==> config.mk <==
export PLATFORM = sky130hd
export DESIGN_NAME = lmi_membus_arb
export DESIGN_NICKNAME = d
export VERILOG_FILES = /design/src/rtl/lmi_membus_arb.sv
export SDC_FILE = /design/constraint.sdc
export NUM_CORES = 1
export LEC_CHECK = 0
export CAP_MARGIN = 20
export CORE_MARGIN = 2
export CORE_UTILIZATION = 38
export CTS_CLUSTER_DIAMETER = 60
export DETAILED_ROUTE_END_ITERATION = 10
export GPL_ROUTABILITY_DRIVEN = 1
export PLACE_DENSITY = 0.87
export SYNTH_ARGS = -nofsm -noshare
export SYNTH_HDL_FRONTEND = slang
export SYNTH_SLANG_ARGS = --single-unit
export TNS_END_PERCENT = 10
==> constraint.sdc <==
create_clock -name CLK -period 5.7 [get_ports CLK]
set_input_delay 1.14 -clock CLK [delete_from_list [all_inputs] [get_ports CLK]]
set_output_delay 1.14 -clock CLK [all_outputs]
set_load 0.01 [all_outputs]
==> src/rtl/lmi_membus_arb.sv <==
// Shared external memory bus arbiter and sequencer for I-fill, D-fill, uncached read and write-buffer write.
// Optional beat-gap timeout is compiled in with `define LMI_MEMBUS_TIMEOUT_EN.
module lmi_membus_arb #(
  parameter int LINE_WORDS     = 4,
  parameter int CTR_W          = 2,
  parameter int TIMEOUT_CYCLES = 255
) (
  input  logic             CLK,
  input  logic             RESET,
  input  logic             IC_REQ,
  input  logic             DC_REQ,
  input  logic             UC_REQ,
  input  logic             WB_REQ,
  input  logic [31:0]      IC_ADDR,
  input  logic [31:0]      DC_ADDR,
  input  logic [31:0]      UC_ADDR,
  input  logic [31:0]      WB_ADDR,
  input  logic             WB_FULL,
  output logic             MEM_REQ,
  output logic [31:0]      MEM_ADDR,
  output logic             MEM_WR,
  output logic             MEM_BURST,
  input  logic             MEM_ACK,
  input  logic             DS_VAL,
  output logic [CTR_W-1:0] BurstCounter,
  output logic             BEAT_VAL,
  output logic             IC_GNT,
  output logic             DC_GNT,
  output logic             UC_GNT,
  output logic             WB_GNT,
  output logic             IC_DONE,
  output logic             DC_DONE,
  output logic             UC_DONE,
  output logic             WB_DONE,
  output logic             IC_OTHER_BUSY,
  output logic             DC_OTHER_BUSY,
  output logic             BUS_ERR,
  output logic [1:0]       fsm_state
);

  // Handshake: MEM_REQ is held with MEM_ADDR/MEM_WR/MEM_BURST stable until MEM_ACK is
  // sampled high; each DS_VAL in XFER is one beat; a requester holds *_REQ until its *_DONE.
  typedef enum logic [1:0] {
    S_IDLE = 2'd0,
    S_ADDR = 2'd1,
    S_XFER = 2'd2,
    S_DONE = 2'd3
  } state_t;

  state_t           state;
  logic [3:0]       gnt;        // {WB, UC, DC, IC}
  logic [3:0]       done;
  logic [3:0]       sel;
  logic [31:0]      sel_addr;
  logic [CTR_W-1:0] offset;
  logic [CTR_W-1:0] beat_cnt;
  logic [CTR_W-1:0] beat_last;
  logic             dc_pref;
  logic             timeout_hit;

  if (LINE_WORDS < 2 || (LINE_WORDS & (LINE_WORDS - 1)) != 0 ||
      (1 << CTR_W) != LINE_WORDS || TIMEOUT_CYCLES < 1) begin : g_bad_params
    $error("lmi_membus_arb: inconsistent LINE_WORDS/CTR_W/TIMEOUT_CYCLES");
  end

  // Winner selection, only acted on in IDLE.
  always_comb begin
    sel = 4'b0000;
    if (WB_REQ && WB_FULL)       sel = 4'b1000;
    else if (IC_REQ && DC_REQ)   sel = dc_pref ? 4'b0010 : 4'b0001;
    else if (DC_REQ)             sel = 4'b0010;
    else if (IC_REQ)             sel = 4'b0001;
    else if (UC_REQ)             sel = 4'b0100;
    else if (WB_REQ)             sel = 4'b1000;
  end

  always_comb begin
    sel_addr = '0;
    case (sel)
      4'b0001: sel_addr = IC_ADDR;
      4'b0010: sel_addr = DC_ADDR;
      4'b0100: sel_addr = UC_ADDR;
      4'b1000: sel_addr = WB_ADDR;
      default: sel_addr = '0;
    endcase
  end

  assign beat_last = MEM_BURST ? CTR_W'(LINE_WORDS - 1) : '0;

  always_ff @(posedge CLK) begin
    if (RESET) begin
      state     <= S_IDLE;
      gnt       <= '0;
      done      <= '0;
      MEM_REQ   <= 1'b0;
      MEM_ADDR  <= '0;
      MEM_WR    <= 1'b0;
      MEM_BURST <= 1'b0;
      offset    <= '0;
      beat_cnt  <= '0;
      dc_pref   <= 1'b1;
    end else begin
      done <= '0;
      case (state)
        S_IDLE: begin
          if (|sel) begin
            gnt       <= sel;
            MEM_REQ   <= 1'b1;
            MEM_ADDR  <= sel_addr;
            MEM_WR    <= sel[3];
            MEM_BURST <= sel[0] | sel[1];
            offset    <= sel_addr[CTR_W+1:2];
            beat_cnt  <= '0;
            // The cache side just served loses the next IC/DC tie.
            if (sel[0] || sel[1]) dc_pref <= sel[0];
            state     <= S_ADDR;
          end
        end
        S_ADDR: begin
          if (timeout_hit) begin
            MEM_REQ <= 1'b0;
            done    <= gnt;
            state   <= S_DONE;
          end else if (MEM_ACK) begin
            MEM_REQ  <= 1'b0;
            beat_cnt <= '0;
            state    <= S_XFER;
          end
        end
        S_XFER: begin
          if (DS_VAL) begin
            beat_cnt <= beat_cnt + 1'b1;
            if (beat_cnt == beat_last) begin
              done  <= gnt;
              state <= S_DONE;
            end
          end else if (timeout_hit) begin
            done  <= gnt;
            state <= S_DONE;
          end
        end
        S_DONE: begin
          // One-cycle turnaround: nothing is granted here.
          gnt       <= '0;
          MEM_ADDR  <= '0;
          MEM_WR    <= 1'b0;
          MEM_BURST <= 1'b0;
          offset    <= '0;
          beat_cnt  <= '0;
          state     <= S_IDLE;
        end
        default: state <= S_IDLE;
      endcase
    end
  end

`ifdef LMI_MEMBUS_TIMEOUT_EN
  localparam int GAP_W = $clog2(TIMEOUT_CYCLES + 1);

  logic [GAP_W-1:0] gap;
  logic             bus_err;

  assign timeout_hit = (state == S_ADDR || state == S_XFER) && !DS_VAL &&
                       gap == GAP_W'(TIMEOUT_CYCLES - 1);

  always_ff @(posedge CLK) begin
    if (RESET || DS_VAL || !(state == S_ADDR || state == S_XFER)) gap <= '0;
    else                                                          gap <= gap + 1'b1;
    bus_err <= !RESET && timeout_hit;
  end

  assign BUS_ERR = bus_err;
`else
  assign timeout_hit = 1'b0;
  assign BUS_ERR     = 1'b0;
`endif

  assign {WB_GNT, UC_GNT, DC_GNT, IC_GNT}     = gnt;
  assign {WB_DONE, UC_DONE, DC_DONE, IC_DONE} = done;
  assign IC_OTHER_BUSY = |gnt[3:1];
  assign DC_OTHER_BUSY = gnt[0];
  // Critical-word-first: start at the requested word and wrap within the line.
  assign BurstCounter  = offset + beat_cnt;
  assign BEAT_VAL      = (state == S_XFER) && DS_VAL;
  assign fsm_state     = state;

endmodule
======== Yosys cells after proc, flatten, opt, wreduce, memory -nomap -nowiden ========
Cells that the tools add are included.
storage, ports and cells
  bits of input ports ..................... 137
  output and inout port bits .............. 51
  register bits ........................... 50
  word-level logic and storage cells ...... 74
cells by class
  reductions and logical operators ........ 15
  $add $sub $neg .......................... 2
  bitwise logic cells ..................... 4
  equality and inequality tests ........... 12
  mux-type cells .......................... 31
operator list
  cell                                                                   count
  32-bit one-hot mux with 4 select lines                                 1
  32-bit one-hot mux with 2 select lines                                 1
  32-bit 2-to-1 mux                                                      1
  4-bit 2-to-1 mux                                                       7
  2-bit 2-to-1 mux                                                       10
  2-bit one-hot mux with 4 select lines                                  2
  3-bit AND reduction                                                    3
  2-bit inequality test, second input constant                           4
  4-bit one-hot mux with 2 select lines                                  1
  4-bit OR reduction                                                     2
  1-bit one-hot mux with 2 select lines                                  3
  2-bit equality test, second input constant                             2
  4-bit by 1-bit equality test with 1-bit output, second input constant  1
  4-bit by 2-bit equality test with 1-bit output, second input constant  1
  4-bit by 3-bit equality test with 1-bit output, second input constant  1
  4-bit equality test, second input constant                             1
  1-bit 2-to-1 mux                                                       4
  2-bit one-hot mux with 2 select lines                                  1
  4-bit AND reduction                                                    1
  2-bit nonzero test                                                     2
  1-bit logical AND                                                      3
  1-bit NOT                                                              3
  3-bit OR reduction                                                     1
  2-bit by 1-bit adder with 2-bit output, second input constant          1
  other kinds (7)                                                        7

======== Logic depth before layout (Yosys ltp) ========
Gate-level depths: netlist of run 1.
  depth in word-level cells ............... 10
  depth in mapped cells ................... 8
  gate-level depth less buffers ........... 6

======== Worst setup path after synthesis of run 1 ========
No wires, ideal clock.
  kind .................................... input to register
  from .................................... input WB_REQ
  to ...................................... register MEM_ADDR[3]
  data required time ...................... 5.641 ns
  buffers on the path ..................... 3
  data arrival time ....................... 2.468 ns
  setup slack ............................. 3.173 ns
  stages on the path ...................... 7
  setup time .............................. 0.059 ns
  path through ............................ buf_6 -> or4_4 -> mux2i_4 -> and2_1 -> buf_4 -> buf_6 -> a221o_1
between the ends
  cells in the longest elaborated chain, start to end .. 10
  elaborated cells on any way between the ends .. 17
  those cells by class .................... eq/ne: 5; mux: 9; reduce/logical: 3
ends and longest elaborated chain
  element                                            line  source
  start, declared                                    13    input logic WB_REQ,
  4-bit 2-to-1 mux                                   74    else if (WB_REQ) sel = 4'b1000;
  4-bit 2-to-1 mux                                   73    else if (UC_REQ) sel = 4'b0100;
  4-bit 2-to-1 mux                                   72    else if (IC_REQ) sel = 4'b0001;
  4-bit 2-to-1 mux                                   71    else if (DC_REQ) sel = 4'b0010;
  4-bit 2-to-1 mux                                   70    else if (IC_REQ && DC_REQ) sel = dc_pref ? 4'b0010 : 4'b0001;
  4-bit 2-to-1 mux *                                 69    if (WB_REQ && WB_FULL) sel = 4'b1000;
  4-bit equality test, or another cell as far along  79    case (sel)
  32-bit one-hot mux with 4 select lines             79
  32-bit 2-to-1 mux                                  106   if (|sel) begin
  32-bit one-hot mux with 2 select lines             104   case (state)
  end signal, assigned                               109   MEM_ADDR <= sel_addr;
  end, declared                                      20    output logic [31:0] MEM_ADDR,
Every way passes the cells marked *; elsewhere a longest branch is shown, timed or not. The select of a mux whose other input is x is not followed.
A chain may end at the register's enable or synchronous reset.

======== Final worst setup path of run 1 ========
  from .................................... input UC_REQ
  to ...................................... register MEM_ADDR[6]
between the ends
  cells in the longest elaborated chain, start to end .. 9
  elaborated cells on any way between the ends .. 15
  those cells by class .................... eq/ne: 5; mux: 8; reduce/logical: 2
ends and longest elaborated chain
  element                                            line  source
  start, declared                                    12    input logic UC_REQ,
  4-bit 2-to-1 mux *                                 73
  4-bit 2-to-1 mux *                                 72
  4-bit 2-to-1 mux *                                 71
  4-bit 2-to-1 mux *                                 70
  4-bit 2-to-1 mux *                                 69
  4-bit equality test, or another cell as far along  79
  32-bit one-hot mux with 4 select lines             79
  32-bit 2-to-1 mux                                  106
  32-bit one-hot mux with 2 select lines             104
Marks and branches as above.

==> flow_summary.toml, run 1 <==
[sta]
worstMarginPinSlew_ps = 982
finalCritPeriodShare_pct = 63.2
whs_ps = 492
fin_setup_tns_ps = 0
max_slew_margin_pct = 34.4
slew_viol_final = 0
finClkSkew_ps = 11.1
finalCriticalPeriod_ps = 3600
final-hold-violation-count = 0
rsz0062_at_grt = "no"
setup_viol = 0
fmax_mhz = 278

[critical_path]
cp_slowest_cell = "nor2_2"
path_max_fanout = 36
required_ps = 5930
critPathMaxStageDelay_ps = 640
crit_family = "simple AND/OR/NAND/NOR gates"
rrSetupSlack_ps = 2640
critPathCaptureType = "flip-flop"
start_kind = "primary input"
cp.arrival_ps = 3830
crit_type = "primary input to flip-flop"
path_buf_inv = 3
cp_cell_sequence = "clkdlybuf4s50_1 > buf_4 > or4_4 > nand3_2 > nor2_2 > buf_8 > a221o_1"

[cells_and_area]
regArea_sq_um = 941
drive_above_1_share_pct = 4.18
n_fill_cell = 514
layout.cells.non_filler = 559
area_delta_synth_final_pct = 75.8
final_nets = 621
multi_input_area_sq_um = 1500
num_antenna_cells = 0

[logic_synthesis]
syn_area_sq_um = 2610
ys_seq_area_share_pct = 36.0
syn_avg_cell_area_sq_um = 8.26
synthTopCellsByArea = "dfxtp_1 36%, nand3_1 18%, a221o_1 13%, a31oi_1 7.7%, clkbuf_1 3.0%"
synth_warnings = 0
ys_types = 34
synthArstFlopShare_pct = 0
syn-num-nets = 458
synth-seq-cells = 47
syn_inst = 316
synth_edf_count = 0
synth_flop_cell = "dfxtp_1"
synth_top_area_share_pct = 36.0
yosys.area.top_type = "dfxtp_1"
synthTopCellsByCount = "96 x nand3_1, 47 x dfxtp_1, 33 x a221o_1"
synth.most_common_cell = "nand3_1"

[place]
place_inst = 551
port_buffers = 186
gp_congestion = 0.837
post-dp-hpwl_mm = 7.54

[route]
post_drt_wl_per_cell_um = 18.5
via_per_inst = 6.06
vias = 3385
wirelength_mm = 10.4
antenna_left = 0
drcViolationCount = 0
drtIter0Drc = 204
drt_pass1_iterations = 5

[global_route]
grt_max_degree = 37
antenna_found_initial = 0
grt_pass1_wl_mm = 15.3
grt-ovfl-total = 0
grt_use_total_pct = 25.5
grt_pass1_vias = 3179

[die]
fp-row-count = 30
fp.dieH_um = 86.9
io_pins = 188
die-area_sq_um = 7550
coreArea_sq_um = 6720
die_x_um = 86.9
start_util_pct = 38.8

[pwr]
power.density_nw_per_um2 = 307
power.leakage_nw = 1.65
ir_worst_vdd_mv = 0.214

[clock_network]
clock-sinks = 47
clk_latency_ps = 300
numCtsBuffers = 5
cts_root_buffer = "clkbuf_8"
path_clk_slew_ps = 80
cts_hold_buf = 0
ctsHtreeMaxLevel = 2
cts_tree = "yes"
post-cts-setup-buffer-count = 0
cts_resized = 0
clockBufferDepth = 2

[min_path]
hold_class = "flip-flop to flip-flop"

[run]
cap_viol_max_count = 0

[run_status]
run_status = "finished, final reports clean"
==> worst reg2reg max path, cell delays in order, from the launching register on <==
cell and delay [ps]:
dfxtp_1 370, inv_1 110, ha_1 370, nor2b_1 410
nand3_2 620, nor2_2 650, buf_8 270, a221o_1 190
==> routing by layer <==
layer	share of wire [%]	wire, um	global-route usage [%]	vias to the layer above
li1	-	-	-	1543
met1	39	4000	32.0	1609
met2	50	5150	43.9	208
met3	9.4	978	5.12	25
met4	2.2	228	7.53	0
met5	0	0	0	-
==> sequential cells by signal (all words and copies together), names as in the netlist <==
name / cells
done: 4
beat_cnt: 2
MEM_BURST: 1
MEM_ADDR: 32
MEM_REQ: 1
fsm_state: 2
dc_pref: 1
gnt: 4
==> kinds of logic after synthesis <==
group           Yosys count  share of synthesized area (%)
simple gates            131                           25.6
compound gates           86                           25.8
flops                    47                           36.0
buf+inv                  42                           8.10
fa+ha+maj                 5                           2.40
xor+xnor                  2                          0.671
mux                       2                           1.25
other cells               1                          0.144
==> final timing paths <==
path                startpoint          end  depth (start not counted)
hold reg to reg    MEM_ADDR[8]  MEM_ADDR[8]                          1
hold / removal     MEM_ADDR[8]  MEM_ADDR[8]                          1
setup / recovery        UC_REQ  MEM_ADDR[6]                          7
setup reg to reg  fsm_state[0]  MEM_ADDR[6]                          7
==> metrics by stage <==
stage | instance area (sq um) | utilization [%] | setup slack (ps) | power (mW)
2_1_floorplan | 2610 | - | 3170 | 0.829
3_3_place_gp | 4440 | 66.1 | 1450 | 1.17
3_5_place_dp | 4470 | 66.6 | 1850 | 1.20
4_1_cts | 4560 | 67.9 | 2150 | 1.40
5_1_grt | 4590 | 68.3 | 1960 | 1.48
6_report | 4590 | 68.3 | 2100 | 1.41
==> power breakdown <==
part           internal (mW)  switching (mW)  total [mW]
clock network         0.0954           0.109       0.204
logic                  0.396           0.318       0.715
registers              0.424          0.0664       0.491
==> layout make-up <==
| cell class | count | area share, % |
|---|---|---|
| Clock buffer | 6 | 1.80 |
| Clock inverter | 1 | 0.109 |
| Timing Repair Buffer | 192 | 42.3 |
| Tap cell | 80 | 2.18 |
| Multi-Input combinational cell | 227 | 32.6 |
| Sequential cell | 47 | 20.5 |
| Inverter | 6 | 0.491 |
==> placed cells by master (no fill, tap or decap), types with 2 or more instances in the layout <==
cell type / count
a21boi_4: 2
a21oi_1: 7
a221o_1: 33
a31oi_1: 32
a32oi_1: 3
and2_1: 6
buf_4: 3
buf_8: 2
clkbuf_8: 6
clkdlybuf4s50_1: 186
dfxtp_1: 47
ha_1: 5
inv_1: 6
nand2_1: 8
nand3_1: 96
nor2_1: 6
nor2b_1: 3
nor3_1: 3
o211ai_1: 2
o21ai_0: 2
or3_1: 3
xnor2_1: 2
Power figures use the tool's default switching activity.
==> run 2, diff against run 1 <==
--- a/config.mk
+++ b/config.mk
@@ -7,11 +7,11 @@
 export LEC_CHECK = 0
 export CAP_MARGIN = 20
 export CORE_MARGIN = 2
-export CORE_UTILIZATION = 38
+export CORE_UTILIZATION = 35
 export CTS_CLUSTER_DIAMETER = 60
 export DETAILED_ROUTE_END_ITERATION = 10
 export GPL_ROUTABILITY_DRIVEN = 1
-export PLACE_DENSITY = 0.87
+export PLACE_DENSITY = 0.81
 export SYNTH_ARGS = -nofsm -noshare
 export SYNTH_HDL_FRONTEND = slang
 export SYNTH_SLANG_ARGS = --single-unit
==> constraint.sdc (replaced) <==
create_clock -name CLK -period 3.7 [get_ports CLK]
set_input_delay 0.74 -clock CLK [delete_from_list [all_inputs] [get_ports CLK]]
set_output_delay 0.74 -clock CLK [all_outputs]
set_load 0.01 [all_outputs]
==> flow_summary.toml, run 2 (synthesis results as in run 1) <==
[run_status]
run_status = "finished, final reports clean"

[critical_path]
cp.arrival_ps = 2960
cp_slowest_cell = "or4_4"
critPathCaptureType = "flip-flop"
required_ps = 3890
critPathMaxStageDelay_ps = 640
crit_type = "primary input to flip-flop"
start_kind = "primary input"
path_max_fanout = 32
cp_cell_sequence = "clkdlybuf4s50_1 > or4_4 > nand3_2 > nor2_2 > buf_4 > a221o_1"

[sta]
finalCriticalPeriod_ps = 2770
fmax_mhz = 361
slew_viol_final = 0
final-hold-violation-count = 0
whs_ps = 489
fin_setup_tns_ps = 0
rsz0062_at_grt = "no"
finClkSkew_ps = 11.2
max_slew_margin_pct = 31.9
fin_ws_ps = 929
setup_viol = 0
worstMarginPinSlew_ps = 1020
finalCritPeriodShare_pct = 74.9

[place]
port_buffers = 186
post-dp-hpwl_mm = 7.52
gp_congestion = 0.823
pre_cts_ws_ps = 621

[clock_network]
cts_root_buffer = "clkbuf_8"
clock-sinks = 47
cts_resized = 0
clk_latency_ps = 300
post-cts-setup-buffer-count = 0
ctsHtreeMaxLevel = 2
cts_hold_buf = 0
path_clk_slew_ps = 80
clockBufferDepth = 2
numCtsBuffers = 5
cts_tree = "yes"

[global_route]
grt_pass1_wl_mm = 16.8
grt_pass1_vias = 3366
grt-ovfl-total = 0
grt_max_degree = 36
antenna_found_initial = 0
grt_use_total_pct = 25.0

[pwr]
p_total_mw = 2.16
power.density_nw_per_um2 = 468
ir_worst_vdd_mv = 0.259
power.leakage_nw = 1.65

[cells_and_area]
final_nets = 625
n_fill_cell = 623
area_delta_synth_final_pct = 76.5
regMostFlops = "MEM_ADDR"
num_antenna_cells = 0
drive_above_1_share_pct = 4.97
top_regs = "MEM_ADDR (32), done (4), gnt (4)"
largest_register_ffs = 32
layout_common_cells = "186 x clkdlybuf4s50_1, 96 x nand3_1, 47 x dfxtp_1"
final_common_cell = "clkdlybuf4s50_1"

[die]
die_x_um = 90.4
coreArea_sq_um = 7250
fp.dieH_um = 90.4
io_pins = 188
fp-row-count = 31
start_util_pct = 36.0
die-area_sq_um = 8160

[route]
drtIter0Drc = 152
via_per_inst = 5.59
antenna_left = 0
drt_pass1_iterations = 6
wirelength_mm = 10.2
drcViolationCount = 0
post_drt_wl_per_cell_um = 17.5
vias = 3251

[run]
cap_viol_max_count = 0

[min_path]
hold_class = "flip-flop to flip-flop"
run 2: changes by cell type in the layout (fill, tap and decap cells not counted):
| cell | previous run | this run |
|---|---|---|
| buf_4 | 3 | 10 |
| buf_8 | 2 | 0 |
| buf_16 | 1 | 0 |
run 2: cell type report:
cell class	count	area (sq um)	share of cell area, %
inverters	6	22.5	0.489
clock inverters	1	5.00	0.109
multi-input cells	227	1500	32.5
clock buffers	6	82.6	1.79
well taps	99	124	2.69
flip-flops and latches	47	941	20.4
repair buffers	196	1940	42.0
run 2: worst paths after layout:
path         cells after the start           end  slack, ps         start
min reg2reg                      1   MEM_ADDR[6]        490   MEM_ADDR[6]
max                              6  MEM_ADDR[26]        930        DC_REQ
max reg2reg                      7  MEM_ADDR[26]       1250  fsm_state[0]
min                              1   MEM_ADDR[6]        490   MEM_ADDR[6]
run 2: metrics by stage:
step,cell area [sq um],util (%),std cells
floorplan,2610,-,316
finish,4610,63.5,582
detailed placement,4520,62.3,575
CTS,4610,63.5,582
global route,4610,63.5,582
global placement,4520,62.3,575
run 2: critical path: cells and delay by family:
kind | cells | cell delay (ps)
buffers and inverters | 2 | 820
AOI/OAI and AO/OA | 1 | 340
and+or+nand+nor | 3 | 1040
run 2: per-layer routing:
metal / track usage, % / share of wire (%) / vias up / wire length (um)
li1: - / - / 1551 / -
met1: 30.8 / 39 / 1507 / 3990
met2: 42.7 / 50 / 175 / 5090
met3: 6.51 / 9.1 / 18 / 931
met4: 7.44 / 1.9 / 0 / 196
met5: 0 / 0 / - / 0
run 2: power by group:
group	switching, mW	total (mW)	internal (mW)	leakage, nW
registers	0.102	0.756	0.654	0.386
logic	0.478	1.08	0.606	1.22
clock network	0.170	0.317	0.147	0.0470
